## src/rtl/spi_adc_responder.sv

```systemverilog
// ADC088S102-style SPI slave: streams the selected 8-bit channel value back to the
// polling master and takes the next channel address from the control bits on mosi.
module spi_adc_responder #(
  parameter int SYNC_STAGES = 2
) (
  input  logic        clk_i,
  input  logic        reset_i,
  input  logic        sck_i,
  input  logic        cs_n_i,
  input  logic        mosi_i,
  input  logic [63:0] chan_data_i,
  output logic        miso_o,
  output logic        miso_oe_o,
  output logic [2:0]  cur_chan_o,
  output logic        frame_done_o,
  output logic        frame_error_o
);

  localparam logic [0:0] ST_IDLE  = 1'b0;
  localparam logic [0:0] ST_FRAME = 1'b1;

  logic [SYNC_STAGES-1:0] sck_sync_q, cs_sync_q, mosi_sync_q;
  logic                   sck_prev_q, cs_prev_q;

  logic [0:0]  state_q, state_d;
  logic [3:0]  rise_cnt_q, rise_cnt_d;
  logic [3:0]  fall_cnt_q, fall_cnt_d;
  logic [15:0] tx_q, tx_d;
  logic [7:0]  hold_q, hold_d;
  logic [2:0]  pend_q, pend_d;
  logic [2:0]  cur_chan_q, cur_chan_d;
  logic        done_q, done_d;
  logic        err_q, err_d;

  logic sck_s, cs_s, mosi_s;
  logic sck_rise, sck_fall, cs_fall, cs_rise;
  logic [7:0] sel_byte;

  assign sck_s    = sck_sync_q[SYNC_STAGES-1];
  assign cs_s     = cs_sync_q[SYNC_STAGES-1];
  assign mosi_s   = mosi_sync_q[SYNC_STAGES-1];
  assign sck_rise = sck_s & ~sck_prev_q;
  assign sck_fall = ~sck_s & sck_prev_q;
  assign cs_fall  = ~cs_s & cs_prev_q;
  assign cs_rise  = cs_s & ~cs_prev_q;
  assign sel_byte = chan_data_i[{cur_chan_q, 3'b000} +: 8];

  always_comb begin
    state_d    = state_q;
    rise_cnt_d = rise_cnt_q;
    fall_cnt_d = fall_cnt_q;
    tx_d       = tx_q;
    hold_d     = hold_q;
    pend_d     = pend_q;
    cur_chan_d = cur_chan_q;
    done_d     = 1'b0;
    err_d      = 1'b0;
    case (state_q)
      ST_IDLE: begin
        if (cs_fall) begin
          state_d    = ST_FRAME;
          rise_cnt_d = 4'd0;
          fall_cnt_d = 4'd0;
          pend_d     = 3'd0;
          hold_d     = sel_byte;
          tx_d       = {4'b0000, sel_byte, 4'b0000};
        end
      end
      default: begin
        if (cs_rise) begin
          // A partial frame leaves the channel selection untouched.
          state_d = ST_IDLE;
          tx_d    = 16'd0;
          pend_d  = 3'd0;
          err_d   = (rise_cnt_q != 4'd0);
        end else if (!cs_s) begin
          if (sck_rise) begin
            rise_cnt_d = rise_cnt_q + 4'd1;
            if (rise_cnt_q >= 4'd2 && rise_cnt_q <= 4'd4)
              pend_d[3'd4 - rise_cnt_q[2:0]] = mosi_s;
            if (rise_cnt_q == 4'd15) begin
              done_d     = 1'b1;
              cur_chan_d = pend_q;
            end
          end
          if (sck_fall) begin
            fall_cnt_d = fall_cnt_q + 4'd1;
            if (fall_cnt_q == 4'd15) begin
              // Continuous mode: cur_chan was already updated on the 16th rise.
              hold_d = sel_byte;
              tx_d   = {4'b0000, sel_byte, 4'b0000};
            end else begin
              tx_d = {tx_q[14:0], 1'b0};
            end
          end
        end
      end
    endcase
  end

  always_ff @(posedge clk_i) begin
    if (reset_i) begin
      sck_sync_q  <= '0;
      cs_sync_q   <= '1;
      mosi_sync_q <= '0;
      sck_prev_q  <= 1'b0;
      cs_prev_q   <= 1'b1;
      state_q     <= ST_IDLE;
      rise_cnt_q  <= 4'd0;
      fall_cnt_q  <= 4'd0;
      tx_q        <= 16'd0;
      hold_q      <= 8'd0;
      pend_q      <= 3'd0;
      cur_chan_q  <= 3'd0;
      done_q      <= 1'b0;
      err_q       <= 1'b0;
    end else begin
      sck_sync_q  <= {sck_sync_q[SYNC_STAGES-2:0], sck_i};
      cs_sync_q   <= {cs_sync_q[SYNC_STAGES-2:0], cs_n_i};
      mosi_sync_q <= {mosi_sync_q[SYNC_STAGES-2:0], mosi_i};
      sck_prev_q  <= sck_s;
      cs_prev_q   <= cs_s;
      state_q     <= state_d;
      rise_cnt_q  <= rise_cnt_d;
      fall_cnt_q  <= fall_cnt_d;
      tx_q        <= tx_d;
      hold_q      <= hold_d;
      pend_q      <= pend_d;
      cur_chan_q  <= cur_chan_d;
      done_q      <= done_d;
      err_q       <= err_d;
    end
  end

  assign miso_oe_o     = (state_q == ST_FRAME);
  assign miso_o        = miso_oe_o & tx_q[15];
  assign cur_chan_o    = cur_chan_q;
  assign frame_done_o  = done_q;
  assign frame_error_o = err_q;

endmodule

```

## config.mk

```make
export PLATFORM = sky130hd
export DESIGN_NAME = spi_adc_responder
export DESIGN_NICKNAME = d
export VERILOG_FILES = /design/src/rtl/spi_adc_responder.sv
export SDC_FILE = /design/constraint.sdc
export NUM_CORES = 1
export LEC_CHECK = 0
export ABC_AREA = 1
export ABC_CLOCK_PERIOD_IN_PS = 1900
export CAP_MARGIN = 20
export CORE_MARGIN = 2
export CORE_UTILIZATION = 45
export CTS_CLUSTER_SIZE = 14
export DETAILED_ROUTE_END_ITERATION = 10
export PLACE_DENSITY = 0.84
export SLEW_MARGIN = 20
export SYNTH_ARGS = -nofsm -noshare
export SYNTH_HDL_FRONTEND = slang
export SYNTH_SLANG_ARGS = --single-unit
```

## constraint.sdc

```tcl
create_clock -name clk_i -period 1.9 [get_ports clk_i]
set_input_delay 0.285 -clock clk_i [delete_from_list [all_inputs] [get_ports clk_i]]
set_output_delay 0.285 -clock clk_i [all_outputs]
set_load 0.02 [all_outputs]
```

Word level (Yosys, flattened, before mapping):

Cells that the tools add are included.

* output and inout bits: 7
* input port bits: 69
* bits in registers: 41
* logic and storage cells: 82

* shift-type cells: 1
* muxes and demuxes: 28
* bitwise logic cells: 12
* equal/unequal tests: 10
* reduce and logical (&&, ||, !) cells: 11
* $lt $le $gt $ge: 4
* add/sub/neg operators: 3

Operators with widths (number)
* $mux 16: 6
* $shiftx 64x7->8: 1
* $mux 4: 9
* $mux 3: 6
* $reduce_and 4->1: 3
* $ne 3x1->1 const B: 3
* $add 4x1->4 const B: 2
* $eq 4x4->1 const B: 2
* $not 1->1: 7
* $and 1x1->1: 5
* $mux 1: 5
* $reduce_and 5->1: 1
* $reduce_or 5->1: 1
* $ge 4x2->1 const B: 1
* $le 4x3->1 const B: 1
* $ne 2x1->1 const B: 2
* $ne 2x2->1 const B: 2
* $reduce_bool 4->1: 1
* $bwmux 3: 1
* $ge 3x1->1 const B: 1
* $lt 3x3->1 const B: 1
* $ne 3x2->1 const B: 1
* $reduce_and 3->1: 1
* $reduce_or 3->1: 1
* 4 further kinds: 5

Longest topological paths before layout:

* depth after elaboration: 11
* depth in mapped cells: 9
* depth with buffers taken out: 9

Worst setup path after synthesis:

OpenSTA, ideal clock, no wires.

* path type: register to register
* start: register state_q (netlist: miso_oe_o)
* end: register tx_q[14]
* clock period less this slack: 1.399 ns
* data required time: 1.784 ns
* library setup time: 0.116 ns
* stages on the path, launching flop included: 8
* slack: 0.501 ns
* data arrival time: 1.283 ns
* path buffers: 1
* path through: dfxtp_1 > nor2_1 > a21oi_4 > nand2_2 > inv_2 > buf_6 > o21ai_0 > o211a_1

* cells in the longest elaborated chain, start to end: 2
* elaborated cells on any way between the ends: 5
* those cells by class: 2 x eq/ne; 1 x mux; 2 x reduce/logical

Ends and longest elaborated chain
* start, declared: RTL line 25 `logic [0:0] state_q, state_d;`
* start signal, assigned: RTL line 123 `state_q <= state_d;`
* $ne 3x1->1 (no line) (tied with other cells)
* $reduce_and 3->1 (no line)
* end signal, assigned: RTL line 126 `tx_q <= tx_d;`
* end, declared: RTL line 28 `logic [15:0] tx_q, tx_d;`

Several ways; a longest one is shown, not always the timed one.
A chain may end at the register's enable or synchronous reset.

Worst setup path after layout:

* start: register state_q (netlist: miso_oe_o)
* end: output miso_o

* cells in the longest elaborated chain, start to end: 1

Ends and longest elaborated chain
* $and 1x1->1: RTL line 136 `assign miso_o = miso_oe_o & tx_q[15];`
* end, declared: RTL line 12 `output logic miso_o,`

Every way passes these cells.

==> results.txt <==
The run finished with clean final reports. The die is 73.6 µm tall. The internal portion of the total power is 1.24 mW. Cell with the biggest individual delay on the critical path: clkdlybuf4s50_1.

Across the run, the number of max-cap violations was 0. The sequential share of power is 49.7%. Walking the worst path, the cells encountered are nand2_1 > inv_1 > clkdlybuf4s50_1.

The iteration count of the initial detailed-routing pass was 5. Routability-driven placement finished with a final weighted congestion of 0.851. Startpoint class of the critical path: a flop. At the later pin of the worst-skew pair, clock insertion delay measures 0.29 ns. The number of warnings issued by yosys is 0. The tree is rooted in a clkbuf_8. The tools report the post-synthesis instance total as 345. The run gives 2610 µm as the routed length on met1. For the final database, setup skew stands at 0.00847 ns.

The horizontal die dimension is 73.6 µm, and the actual slew at the worst max-slew pin is 0.312 ns. The routed layout has 2,430 vias. The first-pass GRT wire length came out at 9850 µm. At the end of the flow, the number of nets in the layout was 494. The logs give 4720 µm for the half-perimeter wire length after placement and 0.569 GHz for the maximum operating frequency.

Setup repair after global routing left no endpoint under its margin. Once layout is complete, the cells apart from fillers number 473. The count of flip-flops with a built-in enable after synthesis was 0; the relative contribution of the clock network to total power was 32.4%. In this run the tool buffered the top-level ports with 75 buffer cells. Yosys mapped the design onto 26 distinct sky130hd cell types. The tools report the initial antenna violation count as 0. Of all nets on the critical path, the largest fanout is 8. Relative to the synthesized area, the layout overhead comes to 39.9%.

Overflow left after global routing: 0. Dividing the detail-routed via count by the number of cells gives 5.14. In this run the static leakage power is 1.26 nW.

After synthesis the netlist holds a flip-flop and latch count of 37. The library cell used most frequently in the layout, excluding fill and tap cells, is nor2_1. The average instance in the mapped netlist occupies 6.32 µm².

TritonCTS built the clock tree. The data arrival time at the worst-slack endpoint came out at 1.47 ns. The maximum number of pins on one net before global-route repair came out at 30. The power share of the combinational group was 17.9%; the proportion of register bits with asynchronous set or reset after synthesis was 0%.

For the final routed database, the setup TNS stands at 0 ns. The clock tree synthesis step divided the H-tree into 2 levels. The number of setup buffers added after CTS is 0. Signal routing reaches up to met4.

The number of nets with antenna violations after routing is 0. The floorplan has 25 rows. The clock transition at the register clock pins on the worst setup and hold paths after CTS works out to 0.07 ns. The number of hold-slack violations in the final timing report was 0; the cts-stage hold buffer count was 0.

The switching power of the nets is 0.410 mW. Counting the buffers created by CTS gives 5. The stage delay of the slowest cell on the critical path was 0.59 ns; the post-detailed-route wirelength per cell was 12.9 µm.

Switching share of power: 24.9%. The I/O pin total came out at 76. Cells with a size suffix above 1 make up 5.01% of the layout. The worst hold path belongs to the class flop to flop.

The data required time at the worst endpoint was 1.62 ns. In this run the standard cell core region covers 4690 µm². The tools report the wire length reported by the detailed router as 6110 µm. The tools report the final-report setup violation count as 0. The final worst-path cycle share came out at 92.6%. The kind of cell with the highest combined delay along the critical path is buffers and inverters. The via count of the first global-routing pass is 2,364, and the DRC marker count from the first detailed-route iteration is 74. Power spread over the standard cell area amounts to 541 nW/µm². In this run, placement finished with an instance count of 465.

The final-report max-slew violation count was 0. The worst vdd rail ir drop was 0.476 mV; the die area was 5420 µm². Overall fraction of global-route tracks in use: 23.2%. The worst pin sits at a relative slew slack of 79.1%. Clock tree synthesis found a total of 37 sinks. After detailed routing, the number of remaining DRC violations is 0. The critical path contains buffers and inverters numbering 2 combined. Once the clock tree was built, the resizer swapped 0 gates to a different size. The logs give 33.9% for the sequential cell area fraction in the yosys report and 2180 µm² for the netlist area before placement. The total met3 wirelength after detailed routing was 451 µm. The critical path is of the flop to output pin type. The worst setup path is captured at an output pin.

The number of buffers on the longest clock path is 2. The detailed-routed wire length on met2 is 2910 µm. The top cell types in the final layout, fill and taps aside, are 78 x nor2_1, 75 x clkdlybuf4s50_1, 48 x o21ai_0.

The run gives 421 as the synthesized net count. The initial utilization of the core area, before any placement, comes to 46.5%. For the finished layout, the period the worst path requires is 1.76 ns. The most used flip-flop cell after synthesis is dfxtp_1.

The repair_antennas step left the layout with diodes totalling 0.
==> per-layer routing <==
metal	global-route usage, %	up-vias
met1	25.3	1073
met5	0	-
met4	9.29	0
met3	6.17	11
met2	42.1	79
li1	-	1267
==> stage by stage <==
stage | power (mW) | instance area [µm²] | util, % | hold slack, ns | setup WS (ns)
after floorplan | 0.963 | 2180 | - | 0.388 | 0.501
after global placement | 1.12 | 2970 | 63.3 | 0.389 | 0.477
after detailed placement | 1.13 | 2970 | 63.3 | 0.394 | 0.410
after CTS | 1.67 | 3050 | 65.0 | 0.405 | 0.130
after global routing | 1.73 | 3050 | 65.0 | 0.429 | 0.0716
final | 1.65 | 3050 | 65.0 | 0.404 | 0.141
==> kinds of logic after synthesis <==
| group | synth area share [%] |
|---|---|
| simple gates | 30.6 |
| compound gates | 20.7 |
| xor+xnor | 0.803 |
| fa+ha+maj | 4.01 |
| flops | 33.9 |
| buf+inv | 9.92 |
==> flip-flops by register name, summed over array words and instances (netlist names) <==
name,cells
pend_q,3
frame_done_o,1
mosi_sync_q,2
cur_chan_o,3
sck_prev_q,1
cs_prev_q,1
miso_oe_o,1
rise_cnt_q,4
cs_sync_q,2
tx_q,12
fall_cnt_q,4
frame_error_o,1
sck_sync_q,2
==> cell usage after synthesis, types with 2 or more instances <==
cell type | number | area (µm²)
buf_2 | 9 | 45.0
a211oi_1 | 2 | 15.0
nor3_1 | 2 | 10.0
inv_1 | 31 | 116
or2_2 | 2 | 12.5
nand2_1 | 43 | 161
dfxtp_1 | 37 | 741
nor2_1 | 78 | 293
ha_1 | 7 | 87.6
clkbuf_2 | 2 | 10.0
clkbuf_1 | 3 | 11.3
o21ai_0 | 48 | 240
o21ai_1 | 2 | 10.0
a21oi_1 | 32 | 160
nand3_1 | 32 | 160
nand4_1 | 3 | 18.8
inv_2 | 3 | 11.3
==> worst reg2reg max path: cells and delay by family, from the launching register on <==
kind            cells  cell delay [ns]
compound gates      1             0.15
xor+xnor            1             0.23
fa+ha+maj           1             0.22
buf+inv             2             0.19
flops               1             0.44
simple gates        2             0.20
==> layout make-up <==
cell class,count,area (µm²)
Clock inverter,1,7.51
Fill cell,429,1640
Inverter,35,131
Sequential cell,37,741
Timing Repair Buffer,82,803
Multi-Input combinational cell,257,1220
Clock buffer,7,76.3
Tap cell,54,67.6
==> final timing paths <==
kind              cells after the start              to            from  slack, ns
setup / recovery                      3          miso_o       miso_oe_o       0.14
hold / removal                        2  mosi_sync_q[1]  mosi_sync_q[0]       0.40
setup reg to reg                      7       pend_q[2]   rise_cnt_q[1]       0.39
hold reg to reg                       2  mosi_sync_q[1]  mosi_sync_q[0]       0.40
==> power groups by stage <==
stage | logic [mW] | clock network (mW) | registers, mW
3_5_place_dp | 0.294 | 0 | 0.838
6_report | 0.295 | 0.534 | 0.821
3_3_place_gp | 0.287 | 0 | 0.837
4_1_cts | 0.296 | 0.557 | 0.820
2_1_floorplan | 0.127 | 0 | 0.835
5_1_grt | 0.328 | 0.573 | 0.823
Note: power is estimated with default switching activity, not from simulation.
